## src/rtl/trigger_pulse_gen.sv

```systemverilog
// trigger_pulse_gen
//
// Front end for the lamp-pattern FSM. A raw push-button is synchronized and
// debounced, then turned into trigger requests (press, hold-to-repeat, and a
// free-running auto-step). Requests are paced by a small pulse FSM so the
// downstream stage sees each one as a single clean rising edge.
//
// Ports:
//   sysClk   in   system clock, everything is on its rising edge
//   sysRst   in   synchronous active-high reset
//   keyIn    in   raw push-button, asynchronous, active-high
//   autoEn   in   auto-step enable, synchronous
//   trigger  out  paced pulse, PULSE_WIDTH high then at least PULSE_WIDTH low
//   keyLevel out  debounced key level
//   busy     out  pulse FSM not idle, or a request is pending
//   overrun  out  sticky: a request was dropped (cleared only by reset)
module trigger_pulse_gen #(
    parameter int DEBOUNCE_CYCLES = 4,
    parameter int REPEAT_DELAY    = 20,
    parameter int REPEAT_PERIOD   = 8,
    parameter int AUTO_PERIOD     = 10,
    parameter int PULSE_WIDTH     = 2
) (
    input  logic sysClk,
    input  logic sysRst,
    input  logic keyIn,
    input  logic autoEn,
    output logic trigger,
    output logic keyLevel,
    output logic busy,
    output logic overrun
);

    localparam int HOLD_MAX = (REPEAT_DELAY > REPEAT_PERIOD) ? REPEAT_DELAY : REPEAT_PERIOD;
    localparam int DW = $clog2(DEBOUNCE_CYCLES + 1);
    localparam int HW = $clog2(HOLD_MAX + 1);
    localparam int AW = $clog2(AUTO_PERIOD + 1);
    localparam int PW = $clog2(PULSE_WIDTH + 1);

    localparam logic [DW-1:0] DB_LAST     = DW'(DEBOUNCE_CYCLES - 1);
    localparam logic [HW-1:0] DELAY_LAST  = HW'(REPEAT_DELAY - 1);
    localparam logic [HW-1:0] PERIOD_LAST = HW'(REPEAT_PERIOD - 1);
    localparam logic [AW-1:0] AUTO_LAST   = AW'(AUTO_PERIOD - 1);
    localparam logic [PW-1:0] PW_LAST     = PW'(PULSE_WIDTH - 1);

    typedef enum logic [1:0] {
        ST_IDLE = 2'd0,
        ST_HIGH = 2'd1,
        ST_LOW  = 2'd2
    } state_t;

    logic          sync1_q, sync1_d;
    logic          sync2_q, sync2_d;
    logic [DW-1:0] db_cnt_q, db_cnt_d;
    logic          key_level_q, key_level_d;
    logic          key_prev_q, key_prev_d;
    logic [HW-1:0] hold_cnt_q, hold_cnt_d;
    logic          repeating_q, repeating_d;
    logic          auto_en_q, auto_en_d;
    logic [AW-1:0] auto_cnt_q, auto_cnt_d;
    state_t        state_q, state_d;
    logic [PW-1:0] pw_cnt_q, pw_cnt_d;
    logic          pending_q, pending_d;
    logic          trigger_q, trigger_d;
    logic          busy_q, busy_d;
    logic          overrun_q, overrun_d;

    logic press_req, repeat_req, auto_req, req;

    // Synchronizer, debounce and press edge detect.
    always_comb begin
        sync1_d     = keyIn;
        sync2_d     = sync1_q;
        key_prev_d  = key_level_q;
        db_cnt_d    = '0;
        key_level_d = key_level_q;
        if (sync2_q != key_level_q) begin
            // Level flips only after DEBOUNCE_CYCLES consecutive disagreeing
            // samples; any agreeing sample falls through and clears the count.
            if (db_cnt_q == DB_LAST) begin
                key_level_d = ~key_level_q;
            end else begin
                db_cnt_d = db_cnt_q + DW'(1);
            end
        end
        press_req = key_level_q & ~key_prev_q;
    end

    // Hold-to-repeat: the first interval is REPEAT_DELAY, later ones
    // REPEAT_PERIOD; repeating_q selects which terminal value applies.
    always_comb begin
        hold_cnt_d  = '0;
        repeating_d = 1'b0;
        repeat_req  = 1'b0;
        if (!press_req && key_level_q) begin
            repeating_d = repeating_q;
            if ((!repeating_q && hold_cnt_q == DELAY_LAST) ||
                (repeating_q && hold_cnt_q == PERIOD_LAST)) begin
                repeat_req  = 1'b1;
                repeating_d = 1'b1;
            end else begin
                hold_cnt_d = hold_cnt_q + HW'(1);
            end
        end
    end

    // Auto-step. autoEn is taken through one flop, so the counter starts at
    // zero the cycle after autoEn rises and the first request lands
    // AUTO_PERIOD cycles after the rise.
    always_comb begin
        auto_en_d  = autoEn;
        auto_cnt_d = '0;
        auto_req   = 1'b0;
        if (auto_en_q) begin
            if (auto_cnt_q == AUTO_LAST) begin
                auto_req = 1'b1;
            end else begin
                auto_cnt_d = auto_cnt_q + AW'(1);
            end
        end
    end

    // Coincident requests collapse into one.
    assign req = press_req | repeat_req | auto_req;

    // Pulse FSM: next state and registered outputs.
    always_comb begin
        state_d   = state_q;
        pw_cnt_d  = pw_cnt_q;
        pending_d = pending_q;
        overrun_d = overrun_q;
        case (state_q)
            ST_IDLE: begin
                pw_cnt_d = '0;
                if (req) state_d = ST_HIGH;
            end
            ST_HIGH, ST_LOW: begin
                // One request can wait; a second one while waiting is lost.
                if (req) begin
                    if (pending_q) overrun_d = 1'b1;
                    else           pending_d = 1'b1;
                end
                if (pw_cnt_q == PW_LAST) begin
                    pw_cnt_d = '0;
                    if (state_q == ST_HIGH) begin
                        state_d = ST_LOW;
                    end else if (pending_d) begin
                        // Includes a request arriving in this final LOW cycle.
                        state_d   = ST_HIGH;
                        pending_d = 1'b0;
                    end else begin
                        state_d = ST_IDLE;
                    end
                end else begin
                    pw_cnt_d = pw_cnt_q + PW'(1);
                end
            end
            default: begin
                state_d  = ST_IDLE;
                pw_cnt_d = '0;
            end
        endcase
        trigger_d = (state_d == ST_HIGH);
        busy_d    = (state_d != ST_IDLE) | pending_d;
    end

    always_ff @(posedge sysClk) begin
        if (sysRst) begin
            sync1_q     <= 1'b0;
            sync2_q     <= 1'b0;
            db_cnt_q    <= '0;
            key_level_q <= 1'b0;
            key_prev_q  <= 1'b0;
            hold_cnt_q  <= '0;
            repeating_q <= 1'b0;
            auto_en_q   <= 1'b0;
            auto_cnt_q  <= '0;
            state_q     <= ST_IDLE;
            pw_cnt_q    <= '0;
            pending_q   <= 1'b0;
            trigger_q   <= 1'b0;
            busy_q      <= 1'b0;
            overrun_q   <= 1'b0;
        end else begin
            sync1_q     <= sync1_d;
            sync2_q     <= sync2_d;
            db_cnt_q    <= db_cnt_d;
            key_level_q <= key_level_d;
            key_prev_q  <= key_prev_d;
            hold_cnt_q  <= hold_cnt_d;
            repeating_q <= repeating_d;
            auto_en_q   <= auto_en_d;
            auto_cnt_q  <= auto_cnt_d;
            state_q     <= state_d;
            pw_cnt_q    <= pw_cnt_d;
            pending_q   <= pending_d;
            trigger_q   <= trigger_d;
            busy_q      <= busy_d;
            overrun_q   <= overrun_d;
        end
    end

    assign trigger  = trigger_q;
    assign keyLevel = key_level_q;
    assign busy     = busy_q;
    assign overrun  = overrun_q;

endmodule

```

## config.mk

```make
export PLATFORM = sky130hd
export DESIGN_NAME = trigger_pulse_gen
export DESIGN_NICKNAME = d
export VERILOG_FILES = /design/src/rtl/trigger_pulse_gen.sv
export SDC_FILE = /design/constraint.sdc
export NUM_CORES = 1
export LEC_CHECK = 0
export BUFFER_PORTS_ARGS = -buffer_cell sky130_fd_sc_hd__buf_2
export CORE_AREA = 2 2 56 84
export DETAILED_ROUTE_END_ITERATION = 10
export DIE_AREA = 0 0 58 86
export PLACE_DENSITY_LB_ADDON = 0.08
export SYNTH_ARGS = -nofsm -noshare
export SYNTH_HDL_FRONTEND = slang
export SYNTH_SLANG_ARGS = --single-unit
```

## constraint.sdc

```tcl
create_clock -name sysClk -period 2.4 [get_ports sysClk]
set_input_delay 0.12 -clock sysClk [delete_from_list [all_inputs] [get_ports sysClk]]
set_output_delay 0.12 -clock sysClk [all_outputs]
set_load 0.03 [all_outputs]
```

After elaboration in Yosys (flattened, before gate mapping)
Cells that the tools add are included.
{"block": "word_totals", "out_inout_bits": 4, "inputBits": 4, "regBits": 26}
{"block": "classes", "n_mux": 14, "eq_ne": 9, "n_bitwise": 10, "reduce_logical": 16, "n_addsub": 4}
{"operator": "$reduce_or A3 Y1", "count": 4}
{"operator": "$mux W1", "count": 10}
{"operator": "$eq A2 B1 Y1 const B", "count": 3}
{"operator": "$mux W2", "count": 3}
{"operator": "$not A1 Y1", "count": 6}
{"operator": "$add A5 B1 Y5 const B", "count": 1}
{"operator": "$eq A5 B3 Y1 const B", "count": 1}
{"operator": "$eq A5 B5 Y1 const B", "count": 1}
{"operator": "$add A4 B1 Y4 const B", "count": 1}
{"operator": "$eq A4 B4 Y1 const B", "count": 1}
{"operator": "$pmux W2 S2", "count": 1}
{"operator": "$reduce_or A2 Y1", "count": 2}
{"operator": "$add A3 B1 Y3 const B", "count": 1}
{"operator": "$eq A3 B2 Y1 const B", "count": 1}
{"operator": "$logic_and A1 B1 Y1", "count": 3}
{"operator": "$or A1 B1 Y1", "count": 3}
{"operator": "$reduce_and A3 Y1", "count": 1}
{"operator": "$add A2 B1 Y2 const B", "count": 1}
{"operator": "$eq A2 B2 Y1 const B", "count": 1}
{"operator": "$logic_not A1 Y1", "count": 2}
{"operator": "$logic_not A2 Y1", "count": 1}
{"operator": "$reduce_and A2 Y1", "count": 1}
{"operator": "$reduce_bool A2 Y1", "count": 1}
{"operator": "$and A1 B1 Y1", "count": 1}
{"operator": "other kinds (2)", "count": 2}

Depth between registers and ports, before layout
Gate-level depths: netlist of the first run.
{"block": "logic_depth", "depth_word": 15, "ltp_mapped": 7}

Least setup slack after synthesis of the first run
No wires, ideal clock.
{"block": "synth_timing", "kind": "register -> register", "from": "reg state_q[0]", "to": "reg busy_q, in the netlist busy", "stages_incl_launch_ff": 8, "path_slack_ns": 0.692, "t_arrival_ns": 1.591, "required_ns": 2.283, "synth_period_minus_slack_ns": 1.708, "n_path_buf": 0, "setup_ns": 0.117, "cell_sequence": "dfxtp_1 > inv_1 > ha_1 > and3b_4 > o221a_4 > nor3_4 > o211ai_1 > o2bb2ai_1"}
{"block": "synth_via", "elab_chain_len": 6}
{"item": "from (decl)", "line": "61", "source": "state_t state_q, state_d;"}
{"item": "from (signal assigned)", "line": "194", "source": "state_q <= state_d;"}
{"item": "$eq A2 B1 Y1", "line": "132, 145"}
{"item": "$mux W2", "line": "145", "source": "if (state_q == ST_HIGH) begin"}
{"item": "$mux W2", "line": "143", "source": "if (pw_cnt_q == PW_LAST) begin"}
{"item": "$pmux W2 S2", "line": "132", "source": "case (state_q)"}
{"item": "$reduce_bool A2 Y1", "line": "164", "source": "busy_d = (state_d != ST_IDLE) | pending_d;"}
{"item": "$or A1 B1 Y1 (*)", "line": "164"}
{"item": "to (signal assigned)", "line": "198", "source": "busy_q <= busy_d;"}
{"item": "to (decl)", "line": "65", "source": "logic busy_q, busy_d;"}
Mark *: on every way between the ends. The rest lies on a longest branch, timed or not.
A chain may end at the register's enable or synchronous reset.

Worst setup path in the final report of the first run
Same ends and word-level chain as after synthesis.

==> results of run 1 <==
-- cell usage in the layout (no fill, tap or decap) --
cell type	count
dfxtp_1	26
nor2_1	20
ha_1	9
inv_1	8
nand2_1	8
buf_2	7
nor2b_1	6
nand3_1	5
clkbuf_8	4
o21ai_0	3
xnor2_1	3
xor2_1	3
nand4b_1	2
o211ai_1	2
and3b_4	2
a31oi_1	2
o21ai_1	2
or3_1	1
nand2b_1	1
a2bb2oi_2	1
nor3b_2	1
and3b_1	1
o221a_4	1
nor3_4	1
nor3_1	1
mux2i_1	1
and2_1	1
a21oi_1	1
or2_2	1
nor4_1	1
o2bb2ai_1	1
-- cell families after synthesis --
family,synth area share [%]
buffers and inverters,3.03
AO/OA/AOI/OAI,9.09
multiplexers,0.898
adder cells (fa/ha/maj),10.1
AND/OR/NAND/NOR,25.5
flip-flops,46.7
XOR/XNOR,4.71
-- worst paths after layout --
kind | startpoint | endpoint | slack (ps) | cells past startpoint
setup / recovery | state_q[0] | busy | 580 | 7
setup reg to reg | state_q[0] | busy | 580 | 7
hold / removal | keyIn | sync1_q | 60 | 2
hold reg to reg | pw_cnt_q[0] | pw_cnt_q[0] | 430 | 1
-- layer usage --
metal	global-route usage, %	vias up	part of all wire [%]
li1	-	411	-
met1	9.98	365	42
met2	15.6	13	52
met3	1.81	5	2.6
met4	5.07	0	2.5
met5	0	-	0
-- stage by stage --
| step | util (%) | hold slack (ps) | setup WS, ps |
|---|---|---|---|
| floorplan | - | 214 | 692 |
| global placement | 28.6 | 336 | 604 |
| detailed placement | 28.6 | 351 | 562 |
| CTS | 29.9 | 59.2 | 546 |
| global route | 29.9 | 68.7 | 459 |
| finish | 29.9 | 61.0 | 581 |
-- area by class of cell --
class                      instances  area, µm²  share of cell area, %
inverter                           8       30.0                   2.39
multi-input combinational         81        561                   44.5
timing repair buffer               7       35.0                   2.78
tap                               46       57.6                   4.57
clock buffer                       4       55.1                   4.37
sequential                        26        520                   41.4
-- flip-flops by register name, indices dropped and copies added (netlist names), 2 cells and up --
| name | count |
|---|---|
| auto_cnt_q | 4 |
| db_cnt_q | 3 |
| hold_cnt_q | 5 |
| pw_cnt_q | 2 |
| state_q | 2 |
-- power by group through the flow --
stage	Combinational, mW	Sequential, mW	Clock (mW)
floorplan	0.00898	0.447	0
global placement	0.0134	0.447	0
detailed placement	0.0139	0.447	0
CTS	0.0139	0.437	0.304
global route	0.0159	0.438	0.316
finish	0.0135	0.437	0.290
-- worst register-to-register path, cell delays in order, from the launching register on --
cell       delay (ps)
dfxtp_1           400
inv_1              60
ha_1              380
and3b_4           240
o221a_4           260
nor3_4            140
o211ai_1          110
o2bb2ai_1         130
==> results.sh, run 1 <==
export IMPL_outcome="complete, no violations"
export IMPL_place_area_um2=1200
export IMPL_dieArea_um2=4990
export IMPL_post_drt_wl_per_cell_um=11.3
export IMPL_path_cells="inv_1 -> ha_1 -> and3b_4 -> o221a_4 -> nor3_4 -> o211ai_1 -> o2bb2ai_1"
export IMPL_combPwrFrac_pct=1.8
export IMPL_setup_viol=0
export IMPL_critPathKind="register to register"
export IMPL_synth_cell_type_count=30
export IMPL_crit_slowest_cell="dfxtp_1"
export IMPL_cp_slowest_stage_delay_ps=400
export IMPL_grt_antenna_before_repair=0
export IMPL_drv_slew=0
export IMPL_area_growth_pct=12.9
export IMPL_yosys_register_bits=26
export IMPL_gp_congestion=0.702
export IMPL_finalNonFillerCells=172
export IMPL_startpoint_type="register"
export IMPL_clkSinkCount=26
export IMPL_insertion_delay_ps=270
export IMPL_clkSlewWorstSetupHoldPaths_ps=90
export IMPL_die_h_um=86
export IMPL_slew_headroom_pct=72.4
export IMPL_drtIter0Drc=10
export IMPL_h_tree_depth=1
export IMPL_synth_commonest_cells="dfxtp_1, nor2_1, ha_1, inv_1, nand2_1"
export IMPL_timing_final_hold_violations=0
export IMPL_core_area_um2=4210
export IMPL_grt_usage_pct=9.00
export IMPL_clk_path_buf_depth=2
export IMPL_seqPwrFrac_pct=59.0
export IMPL_rows=29
export IMPL_post_cts_setup_buffer_count=0
export IMPL_yosys_warnings=0
export IMPL_vdd_drop_max_v=0.000267
export IMPL_drc=0
export IMPL_fillers=442
export IMPL_hold_path_class="input port to register"
export IMPL_postRouteAntennaNets=0
export IMPL_synthArstFlopShare_pct=0
export IMPL_portBuffers=7
export IMPL_viasPerCell=4.62
export IMPL_crit_arrival_ps=1990
export IMPL_tightest_slew_ps=409
export IMPL_synthCells=116
export IMPL_routed_wl_um=1950
export IMPL_fin_area_um2=1260
export IMPL_p_sw_share_pct=20.6
export IMPL_hpwl_um=1480
export IMPL_ys_seq_area_share_pct=46.7
export IMPL_synth_area_um2=1110
export IMPL_p_leak_nw=0.483
export IMPL_crit_required_ps=2570
export IMPL_avgSynthCellArea_um2=9.61
export IMPL_rsz0062_at_grt="false"
export IMPL_ctsHoldBuffers=0
export IMPL_synth_edf_count=0
export IMPL_ctsResizeCount=0
export IMPL_cts_tree="done"
export IMPL_end_kind="register"
export IMPL_routed_via_count=794
export IMPL_cap_viol_max_count=0
export IMPL_grt_max_degree=15
export IMPL_boundaryPins=8
export IMPL_p_sw_uw=153
export IMPL_synth_most_common_cell="dfxtp_1"
export IMPL_cp_top_family="compound AO/OA/AOI/OAI gates"
export IMPL_ctsRootBufferMaster="clkbuf_8"
export IMPL_power_uw=741
export IMPL_dpl_cell_count=168
export IMPL_numCtsBuffers=3
export IMPL_synth_area_leaders="dfxtp_1, ha_1, nor2_1"
export IMPL_clock_fmax_mhz=550
export IMPL_internal_power_uw=588
export IMPL_finalCriticalPeriod_ps=1820
export IMPL_diodes=0
export IMPL_path_max_fanout=7
export IMPL_nNetsFinal=140
export IMPL_min_period_over_period_pct=75.8
export IMPL_layout_drive_gt1_share_pct=14.3
export IMPL_start_util_pct=26.5
export IMPL_clkPwrFrac_pct=39.2
export IMPL_synth_top_area_share_pct=46.7
export IMPL_grt_overflow_total=0
export IMPL_grt_pass1_wl_um=3410
export IMPL_synth_top_cell_by_area="dfxtp_1"
export IMPL_dr_pass1_iters=4
export IMPL_crit_buf_inv=1
export IMPL_p_per_area_nw_per_um2=588
export IMPL_setup_tns_ps=0
export IMPL_synth_fp_nets=129
export IMPL_finClkSkew_ps=4.41
export IMPL_synth_flop_cell="dfxtp_1"
export IMPL_grt_pass1_vias=760
export IMPL_die_w_um=58
Power figures use the tool's default switching activity.
==> inputs of run 2 (changes only) <==
==> constraint.sdc (replaced) <==
create_clock -name sysClk -period 1.84 [get_ports sysClk]
set_input_delay 0.092 -clock sysClk [delete_from_list [all_inputs] [get_ports sysClk]]
set_output_delay 0.092 -clock sysClk [all_outputs]
set_load 0.03 [all_outputs]
==> results.sh, run 2 (synthesis results as in run 1) <==
export IMPL_clock_fmax_mhz=593
export IMPL_ctsRootBufferMaster="clkbuf_8"
export IMPL_met2_usage_pct=14.5
export IMPL_area_growth_pct=15.8
export IMPL_die_w_um=58
export IMPL_path_max_fanout=5
export IMPL_grt_overflow_total=0
export IMPL_post_drt_wl_per_cell_um=11.2
export IMPL_dieArea_um2=4990
export IMPL_busiest_layer="met2"
export IMPL_outcome="complete, no violations"
export IMPL_drv_slew=0
export IMPL_gp_congestion=0.721
export IMPL_slew_headroom_pct=71.4
export IMPL_layout_common_cells="dfxtp_1, nor2_1, inv_1, nand2_1, ha_1"
export IMPL_fin_area_um2=1290
export IMPL_finalNonFillerCells=174
export IMPL_grt_util_met1_pct=9.90
export IMPL_hold_start="keyIn"
export IMPL_cap_viol_max_count=0
export IMPL_top_regs="hold_cnt_q x5, auto_cnt_q x4, db_cnt_q x3"
export IMPL_viasPerCell=4.52
export IMPL_grt_pass1_vias=712
export IMPL_nNetsFinal=142
export IMPL_cts_tree="done"
export IMPL_die_h_um=86
export IMPL_finClkSkew_ps=0.813
export IMPL_tightest_slew_ps=425
export IMPL_h_tree_depth=1
export IMPL_grt_pass1_wl_um=3270
export IMPL_hpwl_um=1560
export IMPL_postRouteAntennaNets=0
export IMPL_use_met3_pct=1.81
export IMPL_clkSlewWorstSetupHoldPaths_ps=90
export IMPL_hold_path_class="input port to register"
export IMPL_p_per_area_nw_per_um2=743
export IMPL_boundaryPins=8
export IMPL_vdd_drop_max_v=0.000371
export IMPL_pre_cts_ws_ps=82.1
export IMPL_layout_drive_gt1_share_pct=18.0
export IMPL_insertion_delay_ps=270
export IMPL_rr_startpoint="state_q[0]"
export IMPL_min_period_over_period_pct=91.7
export IMPL_mostFrequentLayoutCell="dfxtp_1"
export IMPL_drc=0
export IMPL_core_area_um2=4210
export IMPL_clkSinkCount=26
export IMPL_rows=29
export IMPL_p_leak_nw=0.495
export IMPL_drtIter0Drc=25
export IMPL_largest_register_ffs=5
export IMPL_setup_tns_ps=0
export IMPL_crit_arrival_ps=1860
export IMPL_grt_usage_pct=8.73
export IMPL_setup_viol=0
export IMPL_clk_path_buf_depth=2
export IMPL_grt_max_degree=15
export IMPL_whs_ps=32.8
export IMPL_routed_via_count=786
export IMPL_timing_final_ws_setup_ps=152
export IMPL_routed_wl_um=1960
export IMPL_numCtsBuffers=3
export IMPL_crit_required_ps=2010
export IMPL_worstSetupStartpoint="state_q[0]"
export IMPL_dr_pass1_iters=4
export IMPL_timing_final_hold_violations=0
export IMPL_ctsHoldBuffers=0
export IMPL_max_flop_register="hold_cnt_q"
export IMPL_startpoint_type="register"
export IMPL_critPathKind="register to register"
export IMPL_finalCriticalPeriod_ps=1690
export IMPL_place_area_um2=1210
export IMPL_diodes=0
export IMPL_rsz0062_at_grt="false"
export IMPL_fillers=460
export IMPL_dpl_cell_count=169
export IMPL_start_util_pct=26.5
export IMPL_end_kind="register"
export IMPL_grt_antenna_before_repair=0
export IMPL_portBuffers=7
run 2: changes by cell type in the layout (fill, tap and decap cells not counted):
cell	change
dfxtp_4	+1
buf_4	+2
dfxtp_2	+1
ha_1	-1
ha_4	+1
dfxtp_1	-2
run 2: report_power, final:
part,internal (mW),switching [mW]
logic,0.00782,0.00962
registers,0.566,0.00263
clock network,0.191,0.183
run 2: metal layers:
metal / share of wire [%] / vias to the layer above
li1: - / 411
met1: 41 / 363
met2: 54 / 7
met3: 2.0 / 5
met4: 2.8 / 0
met5: 0 / -
run 2: final timing paths:
path                      end  slack (ps)  cells past startpoint
setup reg to reg         busy         150                      7
hold / removal        sync1_q          30                      2
hold reg to reg   pw_cnt_q[0]         420                      1
setup / recovery         busy         150                      7
run 2: area by class of cell:
cell class / count / area (µm²) / share of cell area, %
inverters: 8 / 30.0 / 2.33
multi-input cells: 81 / 573 / 44.4
repair buffers: 9 / 50.0 / 3.88
flip-flops and latches: 26 / 526 / 40.7
well taps: 46 / 57.6 / 4.46
clock buffers: 4 / 55.1 / 4.26
run 2: through the flow:
step	power [mW]	util, %
finish	0.960	30.7
global route	1.01	30.7
CTS	0.985	30.1
detailed placement	0.601	28.8
global placement	0.600	28.8
floorplan	0.594	-
run 2: what timing repair did:
action,in CTS,in global routing
endpoints found under the setup margin,0,1
setup buffers,0,1
gates resized for setup,0,4
run 2: critical path: stages (launching register included):
cell	delay (ps)
dfxtp_4	380
inv_1	60
ha_4	240
and3b_4	200
o221a_4	260
nor3_4	210
o211ai_1	110
o2bb2ai_1	130
==> inputs of run 3 (changes only) <==
--- a/config.mk
+++ b/config.mk
@@ -9,7 +9,9 @@
 export CORE_AREA = 2 2 56 84
 export DETAILED_ROUTE_END_ITERATION = 10
 export DIE_AREA = 0 0 58 86
+export MAX_ROUTING_LAYER = met4
 export PLACE_DENSITY_LB_ADDON = 0.08
+export SKIP_CTS_REPAIR_TIMING = 1
 export SYNTH_ARGS = -nofsm -noshare
 export SYNTH_HDL_FRONTEND = slang
 export SYNTH_SLANG_ARGS = --single-unit
==> results.sh, run 3 (synthesis results as in run 1) <==
export IMPL_crit_required_ps=2010
export IMPL_largest_register_ffs=5
export IMPL_crit_arrival_ps=1860
export IMPL_drc=0
export IMPL_routed_via_count=786
export IMPL_top_regs="hold_cnt_q x5, auto_cnt_q x4, db_cnt_q x3"
export IMPL_min_period_over_period_pct=91.7
export IMPL_critPathKind="register to register"
export IMPL_diodes=0
export IMPL_timing_final_hold_violations=0
export IMPL_rows=29
export IMPL_fin_area_um2=1290
export IMPL_path_max_fanout=5
export IMPL_core_area_um2=4210
export IMPL_p_per_area_nw_per_um2=743
export IMPL_clk_path_buf_depth=2
export IMPL_combPwrFrac_pct=1.8
export IMPL_post_drt_wl_per_cell_um=11.3
export IMPL_setup_tns_ps=0
export IMPL_layout_common_cells="dfxtp_1, nor2_1, inv_1, nand2_1, ha_1"
export IMPL_gp_congestion=0.730
export IMPL_clkPwrFrac_pct=39.0
export IMPL_clkSlewWorstSetupHoldPaths_ps=90
export IMPL_regArea_um2=526
export IMPL_nNetsFinal=142
export IMPL_utilization_pct=30.7
export IMPL_p_leak_nw=0.495
export IMPL_drv_slew=0
export IMPL_portBuffers=7
export IMPL_grt_usage_pct=8.98
export IMPL_fillers=460
export IMPL_ctsRootBufferMaster="clkbuf_8"
export IMPL_cap_viol_max_count=0
export IMPL_outcome="complete, no violations"
export IMPL_seqPwrFrac_pct=59.2
export IMPL_hold_path_class="input port to register"
export IMPL_grt_overflow_total=0
export IMPL_start_util_pct=26.5
export IMPL_timing_final_ws_setup_ps=152
export IMPL_mostFrequentLayoutCell="dfxtp_1"
export IMPL_die_w_um=58
export IMPL_cts_tree="done"
export IMPL_setup_viol=0
export IMPL_clkSinkCount=26
export IMPL_startpoint_type="register"
export IMPL_pre_cts_ws_ps=82.1
export IMPL_dr_pass1_iters=4
export IMPL_clock_fmax_mhz=593
export IMPL_hpwl_um=1560
export IMPL_grt_antenna_before_repair=0
export IMPL_viasPerCell=4.52
export IMPL_max_flop_register="hold_cnt_q"
export IMPL_finalCriticalPeriod_ps=1690
export IMPL_multi_input_area_um2=573
export IMPL_slew_headroom_pct=71.4
export IMPL_vdd_drop_max_v=0.000371
export IMPL_die_h_um=86
export IMPL_insertion_delay_ps=270
export IMPL_area_growth_pct=15.8
export IMPL_place_area_um2=1210
export IMPL_routed_wl_um=1960
export IMPL_dieArea_um2=4990
export IMPL_grt_pass1_wl_um=3260
export IMPL_p_sw_uw=195
export IMPL_grt_pass1_vias=709
export IMPL_grt_max_degree=15
export IMPL_layout_drive_gt1_share_pct=18.0
export IMPL_h_tree_depth=1
export IMPL_drtIter0Drc=35
export IMPL_rsz0062_at_grt="false"
export IMPL_finClkSkew_ps=0.813
export IMPL_internal_power_uw=765
export IMPL_end_kind="register"
export IMPL_postRouteAntennaNets=0
export IMPL_tightest_slew_ps=425
export IMPL_boundaryPins=8
export IMPL_numCtsBuffers=3
export IMPL_p_sw_share_pct=20.3
==> run 3: cell counts in the layout (fill, tap and decap cells not counted) <==
Identical to the previous run, type by type.
==> run 3: worst max-delay path: stages (launching register included) <==
cell       delay [ps]
dfxtp_4           380
inv_1              60
ha_4              240
and3b_4           200
o221a_4           260
nor3_4            210
o211ai_1          110
o2bb2ai_1         130
==> run 3: stage by stage <==
step                instances  total power, mW  hold slack [ps]
floorplan                 116            0.594              186
global placement          169            0.600              305
global route              174             1.01             29.5
finish                    174            0.960             32.8
CTS                       173            0.985             25.2
detailed placement        169            0.601              318
==> run 3: routing by layer <==
| metal | global-route usage [%] | share of wire, % | vias to the layer above |
|---|---|---|---|
| met3 | 1.81 | 2.0 | 5 |
| met4 | 5.71 | 2.8 | 0 |
| met2 | 14.5 | 54 | 7 |
| li1 | - | - | 411 |
| met5 | - | 0 | - |
| met1 | 9.90 | 41 | 363 |
==> run 3: final timing paths <==
kind         slack (ps)  cells past startpoint         from     endpoint
min                  30                      2        keyIn      sync1_q
max                 150                      7   state_q[0]         busy
min reg2reg         420                      1  pw_cnt_q[0]  pw_cnt_q[0]
max reg2reg         150                      7   state_q[0]         busy
==> run 3: power groups by stage <==
stage / Clock, mW / Sequential [mW] / Combinational (mW)
2_1_floorplan: 0 / 0.583 / 0.0117
3_3_place_gp: 0 / 0.583 / 0.0173
3_5_place_dp: 0 / 0.583 / 0.0177
4_1_cts: 0.397 / 0.570 / 0.0178
5_1_grt: 0.416 / 0.569 / 0.0199
6_report: 0.374 / 0.568 / 0.0174
==> run 3: area by class of cell <==
class	count	area share, %
Clock buffer	4	4.26
Inverter	8	2.33
Multi-Input combinational cell	81	44.4
Sequential cell	26	40.7
Tap cell	46	4.46
Timing Repair Buffer	9	3.88
